`config.mk`:
```
export PLATFORM = sky130hd
export DESIGN_NAME = s_machine
export DESIGN_NICKNAME = d
export VERILOG_FILES = /design/src/rtl/s_machine.sv
export SDC_FILE = /design/constraint.sdc
export NUM_CORES = 1
export LEC_CHECK = 0
export CAP_MARGIN = 20
export CORE_AREA = 2 2 39 41
export DETAILED_ROUTE_END_ITERATION = 10
export DIE_AREA = 0 0 41 43
export PLACE_DENSITY_LB_ADDON = 0.12
export SLEW_MARGIN = 10
export SYNTH_ARGS = -nofsm -noshare
export SYNTH_HDL_FRONTEND = slang
export SYNTH_SLANG_ARGS = --single-unit
```
`constraint.sdc`:
```
create_clock -name clk -period 1.3 [get_ports clk]
set_input_delay 0.26 -clock clk [delete_from_list [all_inputs] [get_ports clk]]
set_output_delay 0.26 -clock clk [all_outputs]
set_load 0.03 [all_outputs]
```
`src/rtl/s_machine.sv`:
```
// S-Machine: PC + hard-wired ROM + condition-select branch unit.
// The shipped program computes a half adder of the two switches onto the LEDs.
module s_machine #(
    parameter int ADDR_W      = 4,
    parameter int ROM_DEPTH   = 16,
    parameter int SYNC_STAGES = 2
) (
    input  logic clk,
    input  logic enable,
    input  logic switch0,
    input  logic switch1,
    output logic led0,
    output logic led1
);

    typedef enum logic [1:0] {
        COND_ALWAYS = 2'b00,
        COND_SW0    = 2'b01,
        COND_SW1    = 2'b10,
        COND_NEVER  = 2'b11
    } cond_e;

    typedef struct packed {
        logic [ADDR_W-1:0] next_t;
        logic [ADDR_W-1:0] next_f;
        cond_e             cond;
        logic              out_we;
        logic [1:0]        out_val;
    } rom_word_t;

    function automatic rom_word_t mk(input logic [ADDR_W-1:0] t,
                                     input logic [ADDR_W-1:0] f,
                                     input cond_e             c,
                                     input logic              we,
                                     input logic [1:0]        v);
        rom_word_t w;
        w.next_t  = t;
        w.next_f  = f;
        w.cond    = c;
        w.out_we  = we;
        w.out_val = v;
        return w;
    endfunction

    logic [ADDR_W-1:0]      pc_q, pc_d;
    logic [1:0]             led_q, led_d;
    logic [SYNC_STAGES-1:0] sync0_q, sync1_q;
    rom_word_t              rom [ROM_DEPTH];
    rom_word_t              word;
    logic                   sw0_s, sw1_s;
    logic                   cond_true;

    assign sw0_s = sync0_q[SYNC_STAGES-1];
    assign sw1_s = sync1_q[SYNC_STAGES-1];

    // Unused words all jump back to 0 so a corrupted PC recovers within one cycle.
    always_comb begin
        for (int i = 0; i < ROM_DEPTH; i++) begin
            rom[i] = mk(ADDR_W'(0), ADDR_W'(0), COND_ALWAYS, 1'b0, 2'b00);
        end
        rom[0] = mk(ADDR_W'(1), ADDR_W'(2), COND_SW0,    1'b0, 2'b00);
        rom[1] = mk(ADDR_W'(3), ADDR_W'(4), COND_SW1,    1'b0, 2'b00);
        rom[2] = mk(ADDR_W'(4), ADDR_W'(5), COND_SW1,    1'b0, 2'b00);
        rom[3] = mk(ADDR_W'(0), ADDR_W'(0), COND_ALWAYS, 1'b1, 2'b10);
        rom[4] = mk(ADDR_W'(0), ADDR_W'(0), COND_ALWAYS, 1'b1, 2'b01);
        rom[5] = mk(ADDR_W'(0), ADDR_W'(0), COND_ALWAYS, 1'b1, 2'b00);
    end

    assign word = rom[pc_q];

    always_comb begin
        cond_true = 1'b0;
        unique case (word.cond)
            COND_ALWAYS: cond_true = 1'b1;
            COND_SW0:    cond_true = sw0_s;
            COND_SW1:    cond_true = sw1_s;
            COND_NEVER:  cond_true = 1'b0;
        endcase
    end

    always_comb begin
        pc_d  = cond_true ? word.next_t : word.next_f;
        led_d = word.out_we ? word.out_val : led_q;
    end

    always_ff @(posedge clk) begin
        if (!enable) begin
            pc_q    <= '0;
            led_q   <= 2'b00;
            sync0_q <= '0;
            sync1_q <= '0;
        end else begin
            pc_q    <= pc_d;
            led_q   <= led_d;
            sync0_q <= (sync0_q << 1) | SYNC_STAGES'(switch0);
            sync1_q <= (sync1_q << 1) | SYNC_STAGES'(switch1);
        end
    end

    assign led0 = led_q[0];
    assign led1 = led_q[1];

endmodule

```
==> flow_metrics.tcl, run 1 <==
set metrics [dict create \
    via_count 316 \
    cp.buffers_inverters 1 \
    tightest_slew_ps 333 \
    period_needed_ps 1240 \
    fmax_mhz 806 \
    routedWlPerCell_um 11.4 \
    postRouteAntennaNets 0 \
    rsz0062_at_grt "yes" \
    totalWireLength_um 830 \
    viasPerCell 4.33 \
    grt_max_degree 7 \
    timing.final.ws_setup_ps 58.7 \
    ctsHtreeMaxLevel 1 \
    synth_mux_area_frac 0 \
    hold_buffers 0 \
    crit_chain "inv_2 > ha_4 > nor3b_2 > a311o_1 > a31oi_1" \
    synthArstFlopShare 0 \
    crit_path_end_kind "register" \
    yosysMostFrequentCell "dfxtp_1" \
    synth-seq-area-share 0.444 \
    cts_buffer_depth 2 \
    die-height_um 43 \
    fin_hold_ws_ps 438 \
    synth_top_area_cell "dfxtp_1" \
    drc 0 \
    powerDensity_nw_per_um2 2180 \
    ys.warnings.count 0 \
    synth-edff-count 0 \
    cp.required_ps 1470 \
    cts_tree "done" \
    power.total_w 0.00126 \
    gp_congestion 0.802 \
    synthTopCellsByCount "9 x dfxtp_1, 4 x and2_1, 4 x ha_1, 4 x nand2b_1" \
    fp.coreArea_um2 1380 \
    avgSynthCellArea_um2 9.89 \
    cp.arrival_ps 1410 \
    synth_area_um2 405 \
    finalSetupViolCount 0 \
    synthXorXnorAreaFrac 0 \
    netlist.area_leader.share 0.444 \
    cp_slowest_cell "dfxtp_2" \
    synth_area_leaders "dfxtp_1 44%, ha_1 12%, and2_1 6.2%, nand2b_1 6.2%, a21oi_1 3.7%" \
    port_buffers 5 \
    place_area_um2 523 \
    first_global_vias 344 \
    synth_flop_cell "dfxtp_1" \
    cts.sinks 9 \
    critPathTopFamily "compound AO/OA/AOI/OAI gates" \
    synth_fa_ha_area_frac 0.123 \
    status "complete, no violations" \
    seqCellArea_um2 183 \
    leakagePower_nw 0.245 \
    finalHoldViolCount 0 \
    fin_worst_skew_ps 6.71 \
    rows 14 \
    grt_usage 0.124 \
    fin_crit_sh 0.955 \
    synth-simple-area-share 0.278 \
    syn-num-nets 49 \
    n_antenna_cell 0 \
    finalSetupTns_ps 0 \
    synth_top_family_by_area "simple AND/OR/NAND/NOR gates" \
    root_buffer "clkbuf_4" \
    max-cap-violations 0 \
    grt_overflow_total 0 \
    yosysUniqueCellTypes 18 \
    drive_above_1_share 0.316 \
    drtIter0Drc 4 \
    clk_latency_ps 250 \
    startpoint_type "register" \
    die_area_um2 1760 \
    ys_seq_elements 9 \
    antenna_found_initial 0 \
    ir_drop_mv 0.920 \
    cts.clk_slew.worst_paths_ps 60 \
    path_class "register to register" \
    crit_path_max_incr_delay_ps 330 \
    dp_hpwl_um 593 \
    cts_buffers 3 \
    n_fill_cell 148 \
    multiInputGateArea_um2 239 \
    hold_class "register to register" \
    slew_violations 0 \
    grt_pass1_wl_mm 1.39 \
    area_growth_pct 43.2 \
    first_pass_iters 5 \
    synth-compound-area-share 0.127 \
    die_w_um 41 \
    maxSlewHeadroom 0.779 \
    path_max_fanout 5 \
    stdcell_area_um2 581 \
    synth_cells 41 \
    io_pins 6 \
    post-place-ws_ps -24.1 \
    initial_core_util 0.293 \
    final_nets 66 \
]
power breakdown:
group          leakage, nW  internal, W  switching [W]
Combinational        0.155     0.000372       0.000303
Sequential          0.0748     0.000342      0.0000387
Clock               0.0150     0.000118      0.0000908
logic make-up (layout without fill, tap and decap cells):
kind of cell,count (synthesis),after routing
fa+ha+maj,4,4
flops,9,9
buf+inv,3,19
simple gates,17,17
compound gates,8,8
worst paths after layout:
check / from / end / slack, ps / depth (start not counted)
worst min-delay path: sync0_q[0] / sync0_q[1] / 440 / 1
worst min register to register: sync0_q[0] / sync0_q[1] / 440 / 1
worst max register to register: pc_q[0] / pc_q[0] / 60 / 5
worst max-delay path: pc_q[0] / pc_q[0] / 60 / 5
timing repair:
item	in CTS	in global routing
pin swaps	0	2
endpoints found under the hold margin	0	0
endpoints found under the setup margin	3	2
buffers inserted	0	1
resized for setup	4	6
flip-flops by register name, summed over array words and instances (netlist names):
| name | count |
|---|---|
| pc_q | 3 |
| sync1_q | 2 |
| sync0_q | 2 |
| led_q | 2 |
placed cells by master, fill, tap and decap left out:
cell / netlist / layout
a211oi_1: 1 / 1
a21boi_0: 1 / 1
a21oi_1: 3 / 3
a311o_1: 1 / 1
a31oi_1: 1 / 1
and2_1: 4 / 4
buf_4: 0 / 7
clkbuf_1: 0 / 1
clkbuf_4: 0 / 3
clkdlybuf4s15_1: 0 / 1
clkdlybuf4s50_1: 0 / 3
dfxtp_1: 9 / 7
dfxtp_2: 0 / 2
dlygate4sd2_1: 0 / 1
ha_1: 4 / 2
ha_4: 0 / 2
inv_1: 3 / 1
inv_2: 0 / 2
nand2_1: 2 / 2
nand2b_1: 4 / 4
nand2b_4: 1 / 1
nand3_1: 1 / 1
nand3b_1: 1 / 1
nor2_1: 1 / 1
nor2b_1: 2 / 2
nor3b_2: 1 / 1
o21ai_0: 1 / 1
per-stage QoR:
| step | std cells | util |
|---|---|---|
| 4_1_cts | 72 | 0.402 |
| 3_5_place_dp | 68 | 0.378 |
| 5_1_grt | 73 | 0.420 |
| 2_1_floorplan | 41 | - |
| 6_report | 73 | 0.420 |
| 3_3_place_gp | 68 | 0.378 |
metal layers:
metal | GRT usage | share of wire | vias to the layer above
li1 | - | - | 168
met3 | 0.0471 | 0.033 | 2
met1 | 0.153 | 0.44 | 137
met4 | 0.100 | 0.012 | 0
met5 | 0 | 0 | -
met2 | 0.163 | 0.51 | 9
layout make-up:
type,count,area share
multi-input cells,29,0.412
flip-flops and latches,9,0.315
repair buffers,12,0.175
clock buffers,4,0.0453
well taps,16,0.0345
inverters,3,0.0194
(Power assumes the default switching activity.)
==> inputs of run 2 (changes only) <==
--- a/config.mk
+++ b/config.mk
@@ -5,6 +5,7 @@
 export SDC_FILE = /design/constraint.sdc
 export NUM_CORES = 1
 export LEC_CHECK = 0
+export ABC_CLOCK_PERIOD_IN_PS = 1300
 export CAP_MARGIN = 20
 export CORE_AREA = 2 2 39 41
 export DETAILED_ROUTE_END_ITERATION = 10
==> results of run 2 <==
Final layout, timing and power as in run 1 (identical DEF).
==> inputs of run 3 (changes only) <==
--- a/config.mk
+++ b/config.mk
@@ -5,6 +5,7 @@
 export SDC_FILE = /design/constraint.sdc
 export NUM_CORES = 1
 export LEC_CHECK = 0
+export ABC_AREA = 1
 export ABC_CLOCK_PERIOD_IN_PS = 1300
 export CAP_MARGIN = 20
 export CORE_AREA = 2 2 39 41
==> run 3 against run 2 <==
  * Critical path depth fell by 4
  * Non-clock buffer count fell by 3
  * Via count rose by 6.3%
  * Power fell by 10%
  * First-iteration DRC count fell by 75%
  * Wire length fell by 17%
  * Register-to-register slack improved by 50 ps
  * Count of clock-buffer cells in the layout did not move
  * Critical path type is now register to output port
  * Largest cell class unchanged
==> flow_metrics.tcl, run 3 <==
set metrics [dict create \
    viasPerCell 3.91 \
    clk_latency_ps 260 \
    drtIter0Drc 1 \
    fin_worst_skew_ps 2.34 \
    period_needed_ps 1240 \
    n_antenna_cell 0 \
    ctsHtreeMaxLevel 1 \
    first_global_vias 287 \
    critPathTopFamily "buffers and inverters" \
    initial_core_util 0.307 \
    synth-seq-area-share 0.424 \
    mostFrequentLayoutCells "14 x nand2_1, 12 x inv_1, 7 x dfxtp_1" \
    root_buffer "clkbuf_4" \
    routedWlPerCell_um 7.97 \
    grt_pass1_wl_mm 1.14 \
    finalSetupViolCount 0 \
    first_pass_iters 2 \
    antenna_found_initial 0 \
    via_count 336 \
    cts_buffers 3 \
    final_nets 79 \
    crit_path_max_incr_delay_ps 400 \
    fin_crit_sh 0.951 \
    leakagePower_nw 0.302 \
    port_buffers 5 \
    n_fill_cell 155 \
    worstHoldStart "sync0_q[0]" \
    gp_congestion 0.652 \
    die_w_um 41 \
    cp_slowest_cell "dlygate4sd2_1" \
    crit_chain "dlygate4sd2_1" \
    maxSlewHeadroom 0.800 \
    cts_buffer_depth 2 \
    ir_drop_mv 0.776 \
    hold_class "register to register" \
    status "complete, no violations" \
    rows 14 \
    postRouteAntennaNets 0 \
    grt_max_degree 7 \
    reg2reg_slack_ps 110 \
    layout.cells.most_common "nand2_1" \
    powerDensity_nw_per_um2 2070 \
    rr_worst_depth 8 \
    grt_usage 0.102 \
    regMostFlops "pc_q" \
    synthArstFlopShare 0 \
    netlist.area_leader.share 0.424 \
    die_area_um2 1760 \
    finalSetupTns_ps 0 \
    fmax_mhz 809 \
    syn-num-nets 66 \
    largest_register_ffs 3 \
    whs_path_depth 2 \
    synth_cells 58 \
    io_pins 6 \
    path_class "register to output port" \
    cts_tree "done" \
    synthTopCellsByCount "14 x nand2_1, 13 x inv_1, 9 x dfxtp_1" \
    cts.sinks 9 \
    post_cts_buffers 0 \
    drive_above_1_share 0.200 \
    fp.coreArea_um2 1380 \
    cp.arrival_ps 980 \
    cp.required_ps 1040 \
    totalWireLength_um 685 \
    cp.buffers_inverters 1 \
    drc 0 \
    slew_violations 0 \
    startpoint_type "register" \
    synth_top_area_cell "dfxtp_1" \
    max-cap-violations 0 \
    timing.final.ws_setup_ps 64.2 \
    synth-edff-count 0 \
    tightest_slew_ps 301 \
    yosysMostFrequentCell "nand2_1" \
    grt_overflow_total 0 \
    ys_seq_elements 9 \
    finalHoldViolCount 0 \
    hold_end "sync0_q[1]" \
    post-place-ws_ps 69.0 \
    yosysUniqueCellTypes 13 \
    crit_path_end_kind "output port" \
    synth_area_leaders "dfxtp_1 42%, nand2_1 12%, ha_1 12%, inv_1 11%, nor2_1 5.3%" \
    synth_flop_cell "dfxtp_1" \
    avgSynthCellArea_um2 7.33 \
    path_max_fanout 2 \
    rsz0062_at_grt "no" \
    area_growth_pct 28.8 \
    cts.clk_slew.worst_paths_ps 60 \
    ys.warnings.count 0 \
    synth_area_um2 425 \
    dp_hpwl_um 525 \
    worstReg2RegStart "pc_q[0]" \
    reg2reg_to "pc_q[1]" \
    die-height_um 43 \
]
[run 3: cell count changes after synthesis, moves of 2 or more]
cell | previous run | this run
nand2_1 | 2 | 14
inv_1 | 3 | 13
nor2_1 | 1 | 6
and2_1 | 4 | 0
nand2b_1 | 4 | 0
nand2_2 | 0 | 2
nor2b_1 | 2 | 0
[run 3: logic make-up after synthesis]
group / synth area share
simple gates: 0.262
flops: 0.424
buf+inv: 0.132
compound gates: 0.0647
fa+ha+maj: 0.118
[run 3: layer usage]
| layer | wire length [um] | share of wire | global-route usage |
|---|---|---|---|
| met4 | 12 | 0.018 | 0.120 |
| met3 | 21 | 0.031 | 0.0157 |
| met5 | 0 | 0 | 0 |
| met2 | 299 | 0.44 | 0.125 |
| met1 | 352 | 0.51 | 0.131 |
[run 3: layout make-up]
type,count,area [um2],share of cell area
clock buffer,4,26.3,0.0479
multi-input combinational,35,193,0.352
sequential,9,183,0.333
inverter,13,48.8,0.0890
tap,16,20.0,0.0365
timing repair buffer,9,77.6,0.142
[run 3: timing repair]
action                     CTS  global route
gates cloned                 0             0
gates resized for setup      2             5
hold buffers                 0             0
pin swaps                    0             1
setup endpoints to repair    2             2
[run 3: how the worst max path moves through the flow]
stage / slack (ps) / from / end / depth (start not counted)
floorplan: 120 / pc_q[1] / pc_q[1] / 7
global placement: 70 / led_q[1] / led1 / 1
detailed placement: 70 / led_q[0] / led0 / 1
CTS: 50 / led_q[1] / led1 / 1
global route: 4 / pc_q[0] / pc_q[1] / 8
finish: 60 / led_q[1] / led1 / 1
[run 3: per-stage QoR]
stage               instance area, um2  power, W  instances  utilization  hold slack, ps
global route                       548   0.00125         86        0.396             426
global placement                   518  0.000915         82        0.374             393
CTS                                542   0.00112         86        0.392             414
finish                             548   0.00113         86        0.396             411
detailed placement                 518  0.000909         82        0.374             399
floorplan                          425  0.000743         58            -             358
[run 3: where the power goes]
| part | internal [W] | leakage [nW] | switching (W) |
|---|---|---|---|
| Clock | 0.000118 | 0.0150 | 0.0000962 |
| Sequential | 0.000340 | 0.0749 | 0.0000395 |
| Combinational | 0.000231 | 0.212 | 0.000310 |
| Total | 0.000689 | 0.302 | 0.000445 |
